<file path="src/rtl/heater_prbs_lane.sv">
`timescale 1ns/1ps
`default_nettype none
// ============================================================================
// Module   : heater_prbs_lane
// Brief    : Power-stress lane. A PRBS word stream goes through a register
//            pipeline and an SRL delay, then is checked against a locally
//            regenerated copy, with a sticky error flag and a mismatch count.
// Revision : 1.0 - initial release
// ============================================================================
module heater_prbs_lane #(
  parameter int          WIDTH = 32,
  parameter int          NPIPE = 32,
  parameter int          NSRL  = 8,
  parameter logic [31:0] SEED  = 32'h1234_5678,
  parameter int          CNT_W = 16
) (
  input  logic             clk,
  input  logic             aresetn,
  input  logic             enable,
  input  logic             err_clear,
  input  logic             inj_err,
  output logic             busy,
  output logic             error,
  output logic [CNT_W-1:0] err_count
);

  localparam int             C_LAT     = NPIPE + NSRL;
  localparam int             C_OCC_W   = $clog2(C_LAT + 1);
  localparam logic [CNT_W-1:0] C_CNT_MAX = '1;

  typedef enum logic [1:0] {
    IDLE  = 2'd0,
    RUN   = 2'd1,
    DRAIN = 2'd2
  } state_t;

  function automatic logic [31:0] lfsr_next(input logic [31:0] s);
    return {s[30:0], s[31] ^ s[21] ^ s[1] ^ s[0]};
  endfunction

  function automatic logic [WIDTH-1:0] widen(input logic [31:0] s);
    logic [WIDTH-1:0] w;
    for (int i = 0; i < WIDTH; i++) w[i] = s[5'(i % 32)];
    return w;
  endfunction

  logic [31:0]        r_gen_lfsr;
  logic [31:0]        r_chk_lfsr;
  logic [WIDTH-1:0]   w_inj_word;
  logic [WIDTH-1:0]   r_pipe_data [NPIPE];
  logic [WIDTH-1:0]   r_srl_data  [NSRL];
  logic [C_LAT-1:0]   r_vld;
  logic [WIDTH-1:0]   r_chk_data;
  logic               r_chk_vld;
  logic               w_arrive;
  logic               w_mismatch;
  logic [C_OCC_W-1:0] r_occ;
  logic [C_OCC_W-1:0] w_occ_next;
  state_t             r_state;
  state_t             w_state_next;

  // Generator: the word injected this edge is the LFSR value before it advances
  always_ff @(posedge clk or negedge aresetn) begin
    if (!aresetn)    r_gen_lfsr <= SEED;
    else if (enable) r_gen_lfsr <= lfsr_next(r_gen_lfsr);
  end

  assign w_inj_word = widen(r_gen_lfsr) ^ {{(WIDTH-1){1'b0}}, inj_err};

  // Data stages carry no reset so the tail maps onto SRL primitives
  always_ff @(posedge clk) begin
    r_pipe_data[0] <= w_inj_word;
    for (int i = 1; i < NPIPE; i++) r_pipe_data[i] <= r_pipe_data[i-1];
    r_srl_data[0] <= r_pipe_data[NPIPE-1];
    for (int i = 1; i < NSRL; i++) r_srl_data[i] <= r_srl_data[i-1];
    r_chk_data <= r_srl_data[NSRL-1];
  end

  always_ff @(posedge clk or negedge aresetn) begin
    if (!aresetn) begin
      r_vld     <= '0;
      r_chk_vld <= 1'b0;
    end else begin
      r_vld[0] <= enable;
      for (int i = 1; i < C_LAT; i++) r_vld[i] <= r_vld[i-1];
      r_chk_vld <= r_vld[C_LAT-1];
    end
  end

  assign w_arrive   = r_vld[C_LAT-1];
  assign w_mismatch = r_chk_vld && (r_chk_data != widen(r_chk_lfsr));

  always_ff @(posedge clk or negedge aresetn) begin
    if (!aresetn)       r_chk_lfsr <= SEED;
    else if (r_chk_vld) r_chk_lfsr <= lfsr_next(r_chk_lfsr);
  end

  always_ff @(posedge clk or negedge aresetn) begin
    if (!aresetn) begin
      error     <= 1'b0;
      err_count <= '0;
    end else if (err_clear) begin
      error     <= 1'b0;
      err_count <= '0;
    end else if (w_mismatch) begin
      error <= 1'b1;
      if (err_count != C_CNT_MAX) err_count <= err_count + 1'b1;
    end
  end

  // Occupancy covers words between injection and entry into the checker register
  always_comb begin
    w_occ_next = r_occ;
    if (enable && !w_arrive)      w_occ_next = r_occ + C_OCC_W'(1);
    else if (!enable && w_arrive) w_occ_next = r_occ - C_OCC_W'(1);
  end

  always_comb begin
    w_state_next = r_state;
    case (r_state)
      IDLE:    if (enable) w_state_next = RUN;
      RUN:     if (!enable) w_state_next = (w_occ_next != '0) ? DRAIN : IDLE;
      DRAIN: begin
        if (enable)                 w_state_next = RUN;
        else if (w_occ_next == '0)  w_state_next = IDLE;
      end
      default: w_state_next = IDLE;
    endcase
  end

  always_ff @(posedge clk or negedge aresetn) begin
    if (!aresetn) begin
      r_state <= IDLE;
      r_occ   <= '0;
    end else begin
      r_state <= w_state_next;
      r_occ   <= w_occ_next;
    end
  end

  assign busy = (r_state != IDLE);

endmodule
`default_nettype wire
</file>
<file path="config.mk">
export PLATFORM = sky130hd
export DESIGN_NAME = heater_prbs_lane
export DESIGN_NICKNAME = d
export VERILOG_FILES = /design/src/rtl/heater_prbs_lane.sv
export SDC_FILE = /design/constraint.sdc
export NUM_CORES = 1
export LEC_CHECK = 0
export ABC_CLOCK_PERIOD_IN_PS = 2300
export BUFFER_PORTS_ARGS = -buffer_cell sky130_fd_sc_hd__buf_2
export CORE_AREA = 2 2 189 172
export DETAILED_ROUTE_END_ITERATION = 8
export DIE_AREA = 0 0 191 174
export HOLD_SLACK_MARGIN = 0.03
export PLACE_DENSITY = 0.72
export SETUP_SLACK_MARGIN = 0.05
export SLEW_MARGIN = 25
export SYNTH_ARGS = -nofsm -noshare
export SYNTH_HDL_FRONTEND = slang
export SYNTH_SLANG_ARGS = --single-unit
</file>
<file path="constraint.sdc">
create_clock -name clk -period 2.3 [get_ports clk]
set_input_delay 0.345 -clock clk [delete_from_list [all_inputs] [get_ports clk]]
set_output_delay 0.345 -clock clk [all_outputs]
set_load 0.005 [all_outputs]
</file>
# --- Yosys cells after proc, flatten, opt, wreduce, memory -nomap -nowiden ---
# Memories as Yosys holds them, arrays and structs flattened. A register that Yosys moved wholly into a read port is not among the register bits.
# Cells that the tools add are included.
word_totals:
  regBits: 130
  ram_bits: 1280
  in_bits: 5
  mem_count: 2
classes:
  add_sub_neg: 3
  eq_ne: 7
  mux: 13
  bitwise_logic: 7
  n_reduce_logical: 13
mem_list:
  columns: ["name", "depth", "width", "read_ports", "rd_ports_with_merged_regs", "wr", "line_no", "text"]
  rows:
  - ["r_pipe_data", 32, 32, 32, 0, 32, "50", "logic [WIDTH-1:0] r_pipe_data [NPIPE];"]
  - ["r_srl_data", 8, 32, 8, 1, 8, "51", "logic [WIDTH-1:0] r_srl_data [NSRL];"]
op_table:
  columns: ["op", "count"]
  rows:
  - ["$mux W16", 3]
  - ["$ne A32 B32 Y1", 1]
  - ["$xor A32 B1 Y32", 1]
  - ["$add A16 B1 Y16 const B", 1]
  - ["$ne A16 B16 Y1 const B", 1]
  - ["$mux W6", 2]
  - ["$mux W2", 5]
  - ["$add A6 B1 Y6 const B", 1]
  - ["$logic_not A6 Y1", 1]
  - ["$pmux W2 S3", 1]
  - ["$reduce_bool A2 Y1", 3]
  - ["$reduce_bool A6 Y1", 1]
  - ["$sub A6 B1 Y6 const B", 1]
  - ["$xor A1 B1 Y1", 6]
  - ["$ne A2 B2 Y1 const B", 2]
  - ["$logic_and A1 B1 Y1", 3]
  - ["$ne A3 B3 Y1 const B", 1]
  - ["$reduce_and A3 Y1", 1]
  - ["$eq A2 B1 Y1 const B", 1]
  - ["$eq A2 B2 Y1 const B", 1]
  - ["$logic_not A1 Y1", 2]
  - ["$logic_not A2 Y1", 1]
  - ["$mux W1", 2]
  - ["$reduce_and A2 Y1", 1]

# --- Logic depth before layout (Yosys ltp) ---
logic_depth:
  ltp_word: 8
  ltp_mapped: 7

# --- Least setup slack after synthesis ---
# Ideal clock, no wire load.
synth_timing:
  path_type: "reg-to-reg"
  from: "register err_count[0]"
  to: "register err_count[12]"
  setup_ps: 125
  t_arrival_ps: 1925
  required_ps: 2175
  slack_ps: 250
  stages_incl_launch_ff: 7
  n_path_buf: 0
  cell_sequence: "dfrtp_1 -> ha_1 -> and3_1 -> nand4_1 -> or4_4 -> nor3_1 -> mux2_2"
synth_between:
  elab_chain_cells: 4
  elab_cells_between_ends: 7
  classes_between: "add/sub: 1; eq/ne: 1; mux: 3; reduce/logical: 2"
synth_rtl:
  columns: ["item", "line_no", "text"]
  rows:
  - ["from (decl)", "24", "output logic [CNT_W-1:0] err_count"]
  - ["from (signal assigned)", "107", "if (err_count != C_CNT_MAX) err_count <= err_count + 1'b1;"]
  - ["$add A16 B1 Y16", "107", null]
  - ["$mux W16", "107", null]
  - ["$mux W16", "105", "end else if (w_mismatch) begin"]
  - ["$mux W16", "102", "end else if (err_clear) begin"]
# Parallel ways exist; a longest one is shown, timed or not. The select of a mux whose other input is x is not followed.
# A chain may end at the register's enable or synchronous reset.

# --- Worst setup path in the final report ---
layout_timing:
  from: "register err_count[0]"
  to: "register err_count[14]"
# The elaborated chain is that of the path after synthesis.

==> reports/metrics.csv <==
metric,value,unit
required,2.79,ns
cts_tree,done,
min_to,r_occ[0],
core-area,0.0314,sq mm
dr.pass1.iters,4,
grt_overflow,0,
crit_fanout,4,
hold_depth,2,
ant_nets,0,
clockBufferDepth,3,
post-dp-hpwl,10400,um
syn_area_per_cell,17.9,sq um
fin_nets,1113,
r2r_cells,6,
avgRoutedWirePerCell,13.5,um
syn_nets,1024,
crit_type,register to register,
crit_chain,ha_2 -> and3_1 -> nand4_1 -> or4_4 -> or4_4 -> a21oi_2,
grt_pass1_vias,7418,
synth-seq-area-share,90.1,%
syn_to_final_growth,16.3,%
rows,62,
r2r_slack,0.11,ns
die_w,191,um
status,finished clean,
period_needed,2.19,ns
worstPathArrival,2.67,ns
track_usage,13.5,%
path_clk_slew,0.07,ns
viasPerCell,4.49,
cts_buffers,66,
leakage,8.86,nW
gp_congestion,0.759,
cts_root_buf,clkbuf_16,
ios,23,
crit_start,err_count[0],
wirelength,21300,um
drtIter0Drc,289,
hp-class,input pin to register,
synthDistinctLibCells,40,
critPathSlowestCell,or4_4,
slowest_delay,0.57,ns
fillers,2021,
r2r-start,err_count[0],
cap_viol_max_count,0,
die_h,174,um
drc_errors,0,
diodes,0,
insertion_delay,0.57,ns
tns,0,ns
antenna_found_initial,0,
yosysWarningCount,0,
ys_ff_latch,786,
rsz0062_at_grt,true,
setup_viol,0,
worstMarginPinSlew,0.623,ns
final_hold_viol_count,0,
place_ws,0.118,ns
initial_core_util,58.0,%
endpoint_kind,register,
grt_max_degree,49,
drv_slew,0,
r2r_end,err_count[14],
route.vias.total,7069,
cp_common_cell,or4_4,
syn_area,0.0182,sq mm
powerDensity,1200,mW/mm^2
utilization,67.5,%
synth_cells,1016,
grt_pass1_wl,35700,um
worst_slack,0.112,ns
die_area,0.0332,sq mm
finalClockSkew,0.0171,ns
hp-start,enable,
htree_levels,3,
clock-sinks,786,
relSlewSlack,58.5,%
drive_above_1_share,21.1,%
finalCritPeriodShare,95.1,%
crit_path_start_kind,register,
vdd_ir_drop_max,0.000771,V
clock.fmax,457,MHz
io_buffer_count,22,
[flip-flops by register name, indices dropped and copies added (netlist names)]
signal	flops
err_count	16
r_vld	40
r_occ	6
r_srl_data	128
r_chk_vld	1
r_pipe_data	512
r_gen_lfsr	32
error	1
r_chk_lfsr	32
r_chk_data	16
r_state	2
[area by class of cell]
cell class                 count  area, sq um  share of cell area (%)
inverter                       4         15.0                  0.0709
timing repair buffer          36          235                    1.11
multi-input combinational    211         1740                    8.23
sequential                   786        16400                    77.5
clock buffer                 100         2000                    9.46
clock inverter                21          254                    1.20
tap                          416          520                    2.46
[synth_stat cells, drive strengths merged]
library cell	count	share of area, %
ha	3	0.21
or3	6	0.21
nand4	10	0.34
nor3	7	0.19
a32oi	3	0.14
o21bai	1	0.041
nor2	13	0.27
nand2	12	0.25
inv	4	0.082
xnor2	27	1.3
nor3b	1	0.041
a211oi	1	0.041
xor2	2	0.096
dfstp	26	3.8
nand4b	1	0.048
o41ai	1	0.048
and3	2	0.069
nand3	5	0.14
mux2	72	4.5
clkbuf	9	0.19
nor4b	1	0.048
or2	1	0.034
nor4	5	0.17
and4	2	0.096
or4b	1	0.055
or4	3	0.14
a21oi	6	0.16
and2	1	0.034
o31ai	1	0.041
nor2b	10	0.34
mux2i	1	0.055
nand3b	2	0.082
o21ai	7	0.19
dfrtp	104	14
nand2b	2	0.069
dfxtp	656	72
and3b	1	0.048
buf	6	0.14
[timing repair]
item                       4_1_cts  5_1_grt
hold endpoints to repair        40        0
hold buffers                     2        0
gates resized for setup          0        4
setup endpoints to repair        0        2
setup buffers                    0        2
[cell usage in the layout, fill, tap and decap left out, types with 13 or more instances in the layout]
cell	count
dfrtp_1	104
xnor2_1	27
dfxtp_1	656
clkbuf_8	14
clkbuf_1	16
dfstp_2	26
mux2_2	72
nor2_1	13
buf_2	21
clkbuf_16	70
[report_power, final]
part           switching (W)  leakage [nW]  internal (W)  total (W)
Combinational       0.000210         0.833      0.000153   0.000363
Sequential         0.0000959          6.91        0.0138     0.0139
Clock                0.00466          1.12       0.00654     0.0112
Total                0.00496          8.86        0.0205     0.0254
[critical path, delay by kind of cell, from the launching register on]
kind            cells  cell delay (ns)
fa+ha+maj           1             0.22
compound gates      1             0.15
simple gates        4             1.34
flops               1             0.41
[cell families after synthesis]
kind of cell	after synthesis	synth area share (%)
compound gates	20	0.673
xor+xnor	29	1.39
flops	786	90.1
buf+inv	19	0.405
simple gates	86	2.68
fa+ha+maj	3	0.206
mux	73	4.51
[metal layers]
| layer | part of all wire (%) | GRT usage (%) | vias to the layer above |
|---|---|---|---|
| met5 | 0 | 0 | - |
| met4 | 2.9 | 6.75 | 0 |
| li1 | - | - | 3471 |
| met2 | 49 | 22.3 | 121 |
| met3 | 4.3 | 3.51 | 52 |
| met1 | 44 | 16.5 | 3425 |
[worst max path at each step]
stage                                to  slack, ns  cells past startpoint
after detailed placement  err_count[12]       0.12                      6
after global placement    err_count[12]       0.17                      6
final                     err_count[14]       0.11                      6
after CTS                 err_count[12]        0.1                      6
after global routing      err_count[14]       0.02                      6
after floorplan           err_count[12]       0.25                      6
[stage by stage]
step	std cells	instance area, sq um	power, W	hold slack [ns]
global route	1574	21200	0.0263	0.134
CTS	1572	21200	0.0258	0.109
floorplan	1016	18200	0.0144	0.0494
detailed placement	1449	18900	0.0145	0.312
finish	1574	21200	0.0254	0.163
global placement	1449	18900	0.0145	0.310
No activity file was read; power rests on OpenSTA's default activity.
